## config.mk

```make
export PLATFORM = sky130hd
export DESIGN_NAME = in_reg_fifo_flat
export DESIGN_NICKNAME = d
export VERILOG_FILES = /design/src/rtl/in_reg_fifo_if.sv /design/src/rtl/in_reg_fifo.sv /design/src/flat_wrapper.sv
export SDC_FILE = /design/constraint.sdc
export NUM_CORES = 1
export LEC_CHECK = 0
export CORE_UTILIZATION = 36
export CTS_CLUSTER_DIAMETER = 60
export DETAILED_ROUTE_END_ITERATION = 7
export PLACE_DENSITY_LB_ADDON = 0.05
export SYNTH_ARGS = -nofsm -noshare
export SYNTH_HDL_FRONTEND = slang
export SYNTH_SLANG_ARGS = --single-unit
export TNS_END_PERCENT = 20
```

## constraint.sdc

```tcl
create_clock -name clk -period 2.76 [get_ports clk]
set_input_delay 0.414 -clock clk [delete_from_list [all_inputs] [get_ports clk]]
set_output_delay 0.414 -clock clk [all_outputs]
set_load 0.02 [all_outputs]
```

## src/rtl/in_reg_fifo_if.sv

```systemverilog
// in_reg_fifo_if: sample-source/consumer handshake bundle for the input capture FIFO
interface in_reg_fifo_if #(
  parameter int WIDTH = 8,
  parameter int DEPTH = 4
);
  localparam int AW = $clog2(DEPTH);
  logic [WIDTH-1:0] in_data;
  logic             in_valid;
  logic             in_ready;
  logic [WIDTH-1:0] out_data;
  logic             out_valid;
  logic             out_ready;
  logic [AW:0]      level;
  logic             overflow;
  logic             scan_enable;
  logic             test_mode;
  modport master (
    output in_data, in_valid, out_ready, scan_enable, test_mode,
    input  in_ready, out_data, out_valid, level, overflow
  );
  modport slave (
    input  in_data, in_valid, out_ready, scan_enable, test_mode,
    output in_ready, out_data, out_valid, level, overflow
  );
endinterface

```

## src/rtl/in_reg_fifo.sv

```systemverilog
// in_reg_fifo: DEPTH-entry elastic input buffer with level and sticky overflow; IN_REG_FIFO_DROP_CNT_EN adds a saturating drop counter
module in_reg_fifo #(
  parameter int WIDTH = 8,
  parameter int DEPTH = 4
) (
  input  logic           clk,
  input  logic           reset,
  in_reg_fifo_if.slave   bus
`ifdef IN_REG_FIFO_DROP_CNT_EN
  ,
  output logic [7:0]     drop_cnt
`endif
);
  localparam int AW = $clog2(DEPTH);
  localparam int LW = AW + 1;
  logic [WIDTH-1:0] mem_q [DEPTH];
  logic [WIDTH-1:0] mem_d [DEPTH];
  logic [AW-1:0]    rd_ptr_q, rd_ptr_d, wr_ptr_q, wr_ptr_d;
  logic [LW-1:0]    level_q, level_d;
  logic             overflow_q, overflow_d;
  logic             in_ready, out_valid, wr, rd, drop;
  logic             unused_dft;
  assign unused_dft    = bus.scan_enable ^ bus.test_mode;
  assign in_ready      = level_q != LW'(DEPTH);
  assign out_valid     = level_q != '0;
  assign wr            = bus.in_valid && in_ready;
  assign rd            = out_valid && bus.out_ready;
  assign drop          = bus.in_valid && !in_ready;
  assign bus.in_ready  = in_ready;
  assign bus.out_valid = out_valid;
  assign bus.out_data  = out_valid ? mem_q[rd_ptr_q] : '0;
  assign bus.level     = level_q;
  assign bus.overflow  = overflow_q;
  // next state: store on accepted write, advance pointers, track occupancy and overflow
  always_comb begin
    mem_d = mem_q;
    if (wr) mem_d[wr_ptr_q] = bus.in_data;
    wr_ptr_d   = wr ? wr_ptr_q + AW'(1) : wr_ptr_q;
    rd_ptr_d   = rd ? rd_ptr_q + AW'(1) : rd_ptr_q;
    level_d    = (wr && !rd) ? level_q + LW'(1) : (rd && !wr) ? level_q - LW'(1) : level_q;
    overflow_d = overflow_q || drop;
  end
  // state register; reset discards all held samples and any same-cycle traffic
  always_ff @(posedge clk) begin
    if (reset) begin
      mem_q      <= '{default: '0};
      wr_ptr_q   <= '0;
      rd_ptr_q   <= '0;
      level_q    <= '0;
      overflow_q <= 1'b0;
    end else begin
      mem_q      <= mem_d;
      wr_ptr_q   <= wr_ptr_d;
      rd_ptr_q   <= rd_ptr_d;
      level_q    <= level_d;
      overflow_q <= overflow_d;
    end
  end
`ifdef IN_REG_FIFO_DROP_CNT_EN
  logic [7:0] drop_cnt_q, drop_cnt_d;
  assign drop_cnt = drop_cnt_q;
  // count every rejected write attempt, saturating at all-ones
  always_comb begin
    drop_cnt_d = (drop && drop_cnt_q != 8'hFF) ? drop_cnt_q + 8'd1 : drop_cnt_q;
  end
  // drop counter register
  always_ff @(posedge clk) begin
    if (reset) drop_cnt_q <= '0;
    else drop_cnt_q <= drop_cnt_d;
  end
`endif
endmodule

```

## src/flat_wrapper.sv

```systemverilog
// flat-port wrapper written by rule: the top's interface ports become plain ports
module in_reg_fifo_flat 
#(
  parameter int WIDTH = 8,
  parameter int DEPTH = 4
)
  (clk, reset, bus_in_data, bus_in_valid, bus_out_ready, bus_scan_enable, bus_test_mode, bus_in_ready, bus_out_data, bus_out_valid, bus_level, bus_overflow);
  in_reg_fifo_if #(.WIDTH(WIDTH), .DEPTH(DEPTH)) bus_i ();
  input  logic clk;
  input  logic reset;
  input wire logic [$bits(bus_i.in_data)-1:0] bus_in_data;
  input wire logic [$bits(bus_i.in_valid)-1:0] bus_in_valid;
  input wire logic [$bits(bus_i.out_ready)-1:0] bus_out_ready;
  input wire logic [$bits(bus_i.scan_enable)-1:0] bus_scan_enable;
  input wire logic [$bits(bus_i.test_mode)-1:0] bus_test_mode;
  output wire logic [$bits(bus_i.in_ready)-1:0] bus_in_ready;
  output wire logic [$bits(bus_i.out_data)-1:0] bus_out_data;
  output wire logic [$bits(bus_i.out_valid)-1:0] bus_out_valid;
  output wire logic [$bits(bus_i.level)-1:0] bus_level;
  output wire logic [$bits(bus_i.overflow)-1:0] bus_overflow;
  assign bus_i.in_data = bus_in_data;
  assign bus_i.in_valid = bus_in_valid;
  assign bus_i.out_ready = bus_out_ready;
  assign bus_i.scan_enable = bus_scan_enable;
  assign bus_i.test_mode = bus_test_mode;
  assign bus_in_ready = bus_i.in_ready;
  assign bus_out_data = bus_i.out_data;
  assign bus_out_valid = bus_i.out_valid;
  assign bus_level = bus_i.level;
  assign bus_overflow = bus_i.overflow;
  in_reg_fifo #(.WIDTH(WIDTH), .DEPTH(DEPTH)) u_core (.clk(clk), .reset(reset), .bus(bus_i));
endmodule
```

==> impl_metrics.tcl, run 1 <==
set metrics [dict create \
    status "finished clean" \
    critPathSlowestCell "clkdlybuf4s50_1" \
    cts-htree-levels 2 \
    postCtsHoldBufs 0 \
    slew_headroom_pct 67.1 \
    area_growth_pct 21.2 \
    skew_ns 0.00493 \
    reg2reg_slack_ns 0.39 \
    hold_class "reg -> reg" \
    postSynthAreaPerCell_sq_um 10.9 \
    max_freq_ghz 0.409 \
    cts_setup_buffers 0 \
    cts_tree "done" \
    io_pins 28 \
    drv_cap 0 \
    cts_sinks 40 \
    ys_seq_elements 40 \
    grt_pass1_vias 1333 \
    drive_gt1_share_pct 12.1 \
    endpoint "bus_out_data[7]" \
    viasPerCell 4.78 \
    yosysUniqueCellTypes 28 \
    rr_worst_depth 8 \
    final_cell_mix "40 x nand2b_1, 40 x dfxtp_1, 33 x mux2i_1" \
    worst_setup_path_start_kind "flip-flop" \
    ys_seq_area_share_pct 40.6 \
    required_ns 2.35 \
    slowest_delay_ns 0.54 \
    peakVddDrop_v 0.000537 \
    totalWireLength_mm 3.95 \
    critPathKind "reg -> out" \
    grt.total_usage_pct 14.7 \
    grt_max_degree 51 \
    tightestPinTransition_ns 0.493 \
    crit_fanout 10 \
    wl_met3_um 118 \
    cts-root-buf "clkbuf_8" \
    highest_layer "met4" \
    path_cells "buf_4 > mux4_2 > nor2b_1 > clkdlybuf4s50_1" \
    initial_core_util_pct 37.9 \
    drt-met1-wl_mm 1.84 \
    drt_iter0_markers 28 \
    dp_hpwl_mm 2.64 \
    hold_viol 0 \
    setup_tns_ns 0 \
    dp_cells 269 \
    worstPathArrival_ns 2.03 \
    postCtsResizedCells 0 \
    period_needed_ns 2.44 \
    finalMaxSlewViolations 0 \
    worst_setup_path_end_kind "output port" \
    grt_first_pass_wirelength_mm 6.60 \
    final_core_utilization_pct 45.9 \
    rows 26 \
    clkLatencyLatePin_ns 0.29 \
    power_density_nw_per_um2 814 \
    wl_met2_mm 1.96 \
    antenna_cells 0 \
    total_power_mw 1.95 \
    portBuffers 25 \
    grt-ovfl-total 0 \
    die_area_sq_um 5780 \
    antenna_found_initial 0 \
    wl_per_cell_um 14.3 \
    clk_pin_slew_ns 0.07 \
    core_sq_um 5200 \
    fin_crit_sh_pct 88.6 \
    yosys_warnings 0 \
    syn_inst 181 \
    vias 1325 \
    cts_inserted_buffers 5 \
    fin_cells 277 \
    rsz0062_at_grt "false" \
    place_congestion 0.771 \
    synth_area_sq_um 1970 \
    crit_path_start "u_core.rd_ptr_q[0]" \
    ant_nets 0 \
    p_comb_share_pct 38.6 \
    swShare_pct 33.8 \
    worst_slack_ns 0.315 \
    power.leakage_nw 0.984 \
    reg2reg_to "u_core.bus.level[2]" \
    setup_violations 0 \
    nets 226 \
    clockPowerShare_pct 24.0 \
    die_h_um 76.0 \
    share_seq_of_total_power_pct 37.4 \
    dr.pass1.iters 2 \
    p_sw_mw 0.658 \
    dp_slack_ns 0.359 \
    cts_max_path_buffers 2 \
    internal_power_mw 1.29 \
    drcViolationCount 0 \
    syn-num-nets 201 \
    die_w_um 76.0 \
    timing.rr.start "u_core.bus.level[0]" \
]
## worst min-delay path by stage
| stage | slack [ns] | endpoint | cells after the start | from |
|---|---|---|---|---|
| global route | 0.50 | u_core.mem_q[4] | 2 | u_core.mem_q[4] |
| CTS | 0.48 | u_core.mem_q[12] | 2 | u_core.mem_q[12] |
| detailed placement | 0.46 | u_core.bus.overflow | 2 | u_core.bus.overflow |
| floorplan | 0.45 | u_core.mem_q[10] | 2 | u_core.mem_q[10] |
| global placement | 0.46 | u_core.bus.overflow | 2 | u_core.bus.overflow |
| finish | 0.48 | u_core.mem_q[11] | 2 | u_core.mem_q[11] |
## logic make-up after synthesis
group,Yosys count,share of synthesized area [%]
and+or+nand+nor,68,21.6
muxes,42,26.5
DFF,40,40.6
buffers and inverters,15,3.68
AOI/OAI and AO/OA,7,2.09
adders and majority gates,6,4.19
xor gates and xnor gates,3,1.33
## final cells by class
cell class,instances,area [sq um]
Clock buffer,6,72.6
Clock inverter,2,35.0
Fill cell,510,2820
Inverter,4,15.0
Multi-Input combinational cell,126,1100
Sequential cell,40,801
Tap cell,70,87.6
Timing Repair Buffer,29,280
## Yosys cell counts
library cell	count	area share, %
a21oi_1	2	0.51
a31oi_1	1	0.32
and2_4	1	0.44
and3_1	1	0.32
and3_4	1	0.57
buf_2	1	0.25
buf_6	2	1.1
clkbuf_1	8	1.5
dfxtp_1	40	41
fa_1	1	1.0
ha_1	5	3.2
inv_1	4	0.76
mux2_2	1	0.57
mux2i_1	33	17
mux4_2	8	9.1
nand2_1	1	0.19
nand2b_1	40	13
nand3_1	1	0.25
nand3_2	3	1.5
nand4b_1	1	0.44
nor2_1	7	1.3
nor2b_1	8	2.5
nor3_1	1	0.25
o21ai_0	2	0.51
o31ai_1	2	0.76
or3_1	2	0.63
or3b_1	1	0.44
xor2_1	3	1.3
## sequential cells by signal, summed over array words and instances, names as in the netlist
| signal | count |
|---|---|
| u_core.rd_ptr_q | 2 |
| u_core.mem_q | 32 |
| u_core.wr_ptr_q | 2 |
| u_core.bus.level | 3 |
| u_core.bus.overflow | 1 |
## critical path: cells and delay by family, from the launching register on
kind                   cells  cell delay, ns
flip-flops                 1            0.31
multiplexers               1            0.52
buffers and inverters      2            0.77
AND/OR/NAND/NOR            1            0.15
## layer usage
metal / up-vias / track usage [%]
met1: 638 / 18.0
met3: 4 / 4.19
met2: 19 / 25.0
met4: 0 / 4.62
li1: 664 / -
met5: - / 0
## metrics by stage
stage / instance area [sq um] / hold WS, ns
6_report: 2390 / 0.475
5_1_grt: 2390 / 0.496
4_1_cts: 2390 / 0.480
3_5_place_dp: 2280 / 0.460
3_3_place_gp: 2280 / 0.455
2_1_floorplan: 1970 / 0.445
## power by group through the flow
stage	Sequential (mW)	Combinational, mW	Clock (mW)
2_1_floorplan	0.744	0.491	0
6_report	0.727	0.752	0.467
5_1_grt	0.742	0.818	0.515
3_5_place_dp	0.742	0.757	0
4_1_cts	0.729	0.763	0.488
3_3_place_gp	0.737	0.748	0
No activity file was read; power rests on OpenSTA's default activity.
==> run 2, diff against run 1 <==
--- a/config.mk
+++ b/config.mk
@@ -5,7 +5,7 @@
 export SDC_FILE = /design/constraint.sdc
 export NUM_CORES = 1
 export LEC_CHECK = 0
-export CORE_UTILIZATION = 36
+export CORE_UTILIZATION = 30
 export CTS_CLUSTER_DIAMETER = 60
 export DETAILED_ROUTE_END_ITERATION = 7
 export PLACE_DENSITY_LB_ADDON = 0.05
==> run 2 against run 1 <==
  * Die area grew 19%
  * Sequential power up 1%
  * Maximum frequency is 4.0% lower
  * Via count is 2.3% higher
  * Cell count increased by 3.2%
  * Power rose by 1.4%
  * Critical path type unchanged
  * Critical endpoint is now bus_out_data[6]
  * Highest routed layer unchanged
==> impl_metrics.tcl, run 2 (synthesized netlist as in run 1, its figures left out) <==
set metrics [dict create \
    status "finished clean" \
    period_needed_ns 2.55 \
    core_sq_um 6350 \
    grt_first_pass_wirelength_mm 7.06 \
    max_freq_ghz 0.393 \
    slew_headroom_pct 64.9 \
    dp_cells 278 \
    drt_iter0_markers 23 \
    fillCellCount 648 \
    required_ns 2.35 \
    antenna_cells 0 \
    cts_sinks 40 \
    fin_cells 286 \
    swShare_pct 34.0 \
    p_comb_share_pct 38.6 \
    total_power_mw 1.97 \
    power_density_nw_per_um2 817 \
    critPathKind "reg -> out" \
    postCtsResizedCells 0 \
    drive_gt1_share_pct 12.9 \
    rows 29 \
    hold_class "reg -> reg" \
    worstPathArrival_ns 2.13 \
    io_pins 28 \
    drv_cap 0 \
    cts_setup_buffers 0 \
    cts_inserted_buffers 5 \
    reg2reg_slack_ns 0.58 \
    area_growth_pct 22.4 \
    clk_pin_slew_ns 0.08 \
    wl_per_cell_um 14.9 \
    cts_max_path_buffers 2 \
    cpLargestDelayFamily "buffers and inverters" \
    crit_path_start "u_core.rd_ptr_q[0]" \
    setup_tns_ns 0 \
    final_cell_mix "40 x nand2b_1, 40 x dfxtp_1, 33 x mux2i_1" \
    grt-ovfl-total 0 \
    dr.pass1.iters 4 \
    dp_slack_ns 0.371 \
    finalMaxSlewViolations 0 \
    cp.depth 4 \
    crit_fanout 5 \
    worst_setup_path_start_kind "flip-flop" \
    slowest_delay_ns 0.53 \
    initial_core_util_pct 31.1 \
    worst_slack_ns 0.213 \
    rsz0062_at_grt "false" \
    final_core_utilization_pct 38.0 \
    postCtsHoldBufs 0 \
    drcViolationCount 0 \
    largest_register_ffs 32 \
    reg2reg_to "u_core.bus.level[2]" \
    clkLatencyLatePin_ns 0.29 \
    viasPerCell 4.74 \
    place_congestion 0.642 \
    antenna_found_initial 0 \
    clockPowerShare_pct 24.0 \
    nets 228 \
    worst_setup_path_end_kind "output port" \
    skew_ns 0.00727 \
    critPathSlowestCell "clkdlybuf4s50_1" \
    die_w_um 83.1 \
    cp_num_buf_inv 2 \
    p_sw_mw 0.671 \
    setup_violations 0 \
    portBuffers 25 \
    endpoint "bus_out_data[6]" \
    dp_hpwl_mm 2.93 \
    ant_nets 0 \
    cts-htree-levels 2 \
    fin_crit_sh_pct 92.3 \
    timing.rr.start "u_core.bus.level[0]" \
    totalWireLength_mm 4.25 \
    hold_viol 0 \
    share_seq_of_total_power_pct 37.3 \
    cts_tree "done" \
    peakVddDrop_v 0.000351 \
    grt.total_usage_pct 13.3 \
    die_h_um 83.1 \
    internal_power_mw 1.30 \
    top_register "u_core.mem_q" \
    rr_worst_depth 7 \
    grt_max_degree 51 \
    vias 1355 \
    grt_pass1_vias 1449 \
    tightestPinTransition_ns 0.525 \
    power.leakage_nw 0.994 \
    cts-root-buf "clkbuf_8" \
    path_cells "buf_4 > mux4_2 > nor2b_1 > clkdlybuf4s50_1" \
    die_area_sq_um 6900 \
]
run 2: worst min path at each step:
| stage | from | endpoint | slack [ns] | cells after the start |
|---|---|---|---|---|
| after floorplan | u_core.mem_q[10] | u_core.mem_q[10] | 0.45 | 2 |
| after global placement | u_core.bus.overflow | u_core.bus.overflow | 0.45 | 2 |
| after detailed placement | u_core.mem_q[12] | u_core.mem_q[12] | 0.47 | 2 |
| after CTS | u_core.mem_q[12] | u_core.mem_q[12] | 0.48 | 2 |
| after global routing | u_core.mem_q[18] | u_core.mem_q[18] | 0.50 | 2 |
| final | u_core.mem_q[9] | u_core.mem_q[9] | 0.48 | 2 |
run 2: power groups by stage:
| stage | combinational, mW | sequential (mW) | clock [mW] |
|---|---|---|---|
| global route | 0.840 | 0.754 | 0.519 |
| CTS | 0.785 | 0.741 | 0.489 |
| global placement | 0.763 | 0.748 | 0 |
| finish | 0.762 | 0.737 | 0.474 |
| detailed placement | 0.781 | 0.753 | 0 |
| floorplan | 0.491 | 0.744 | 0 |
run 2: final cells by class:
class / count / area (sq um) / share of cell area [%]
clock buffer: 6 / 72.6 / 3.01
timing repair buffer: 31 / 295 / 12.2
clock inverter: 2 / 35.0 / 1.45
sequential: 40 / 801 / 33.2
inverter: 4 / 15.0 / 0.622
tap: 77 / 96.3 / 3.99
multi-input combinational: 126 / 1100 / 45.5
run 2: worst min-delay path, stage by stage (launching register included):
cell and delay, ns:
dfxtp_1 0.31, nand2b_1 0.07, mux2i_1 0.06
run 2: routing by layer:
layer | track usage (%) | vias up | wire length, um
li1 | - | 667 | -
met1 | 15.7 | 663 | 1890
met2 | 22.9 | 19 | 2170
met3 | 3.68 | 6 | 138
met4 | 5.33 | 0 | 54
met5 | 0 | - | 0
run 2: metrics by stage:
stage | instance area, sq um | hold WS, ns
finish | 2410 | 0.475
global route | 2410 | 0.496
CTS | 2410 | 0.480
detailed placement | 2310 | 0.466
global placement | 2310 | 0.455
floorplan | 1970 | 0.445
==> run 3, diff against run 2 <==
--- a/config.mk
+++ b/config.mk
@@ -9,6 +9,7 @@
 export CTS_CLUSTER_DIAMETER = 60
 export DETAILED_ROUTE_END_ITERATION = 7
 export PLACE_DENSITY_LB_ADDON = 0.05
+export SKIP_CTS_REPAIR_TIMING = 1
 export SYNTH_ARGS = -nofsm -noshare
 export SYNTH_HDL_FRONTEND = slang
 export SYNTH_SLANG_ARGS = --single-unit
==> results of run 3 <==
The final DEF is identical to that of run 2; final timing and power are the same.
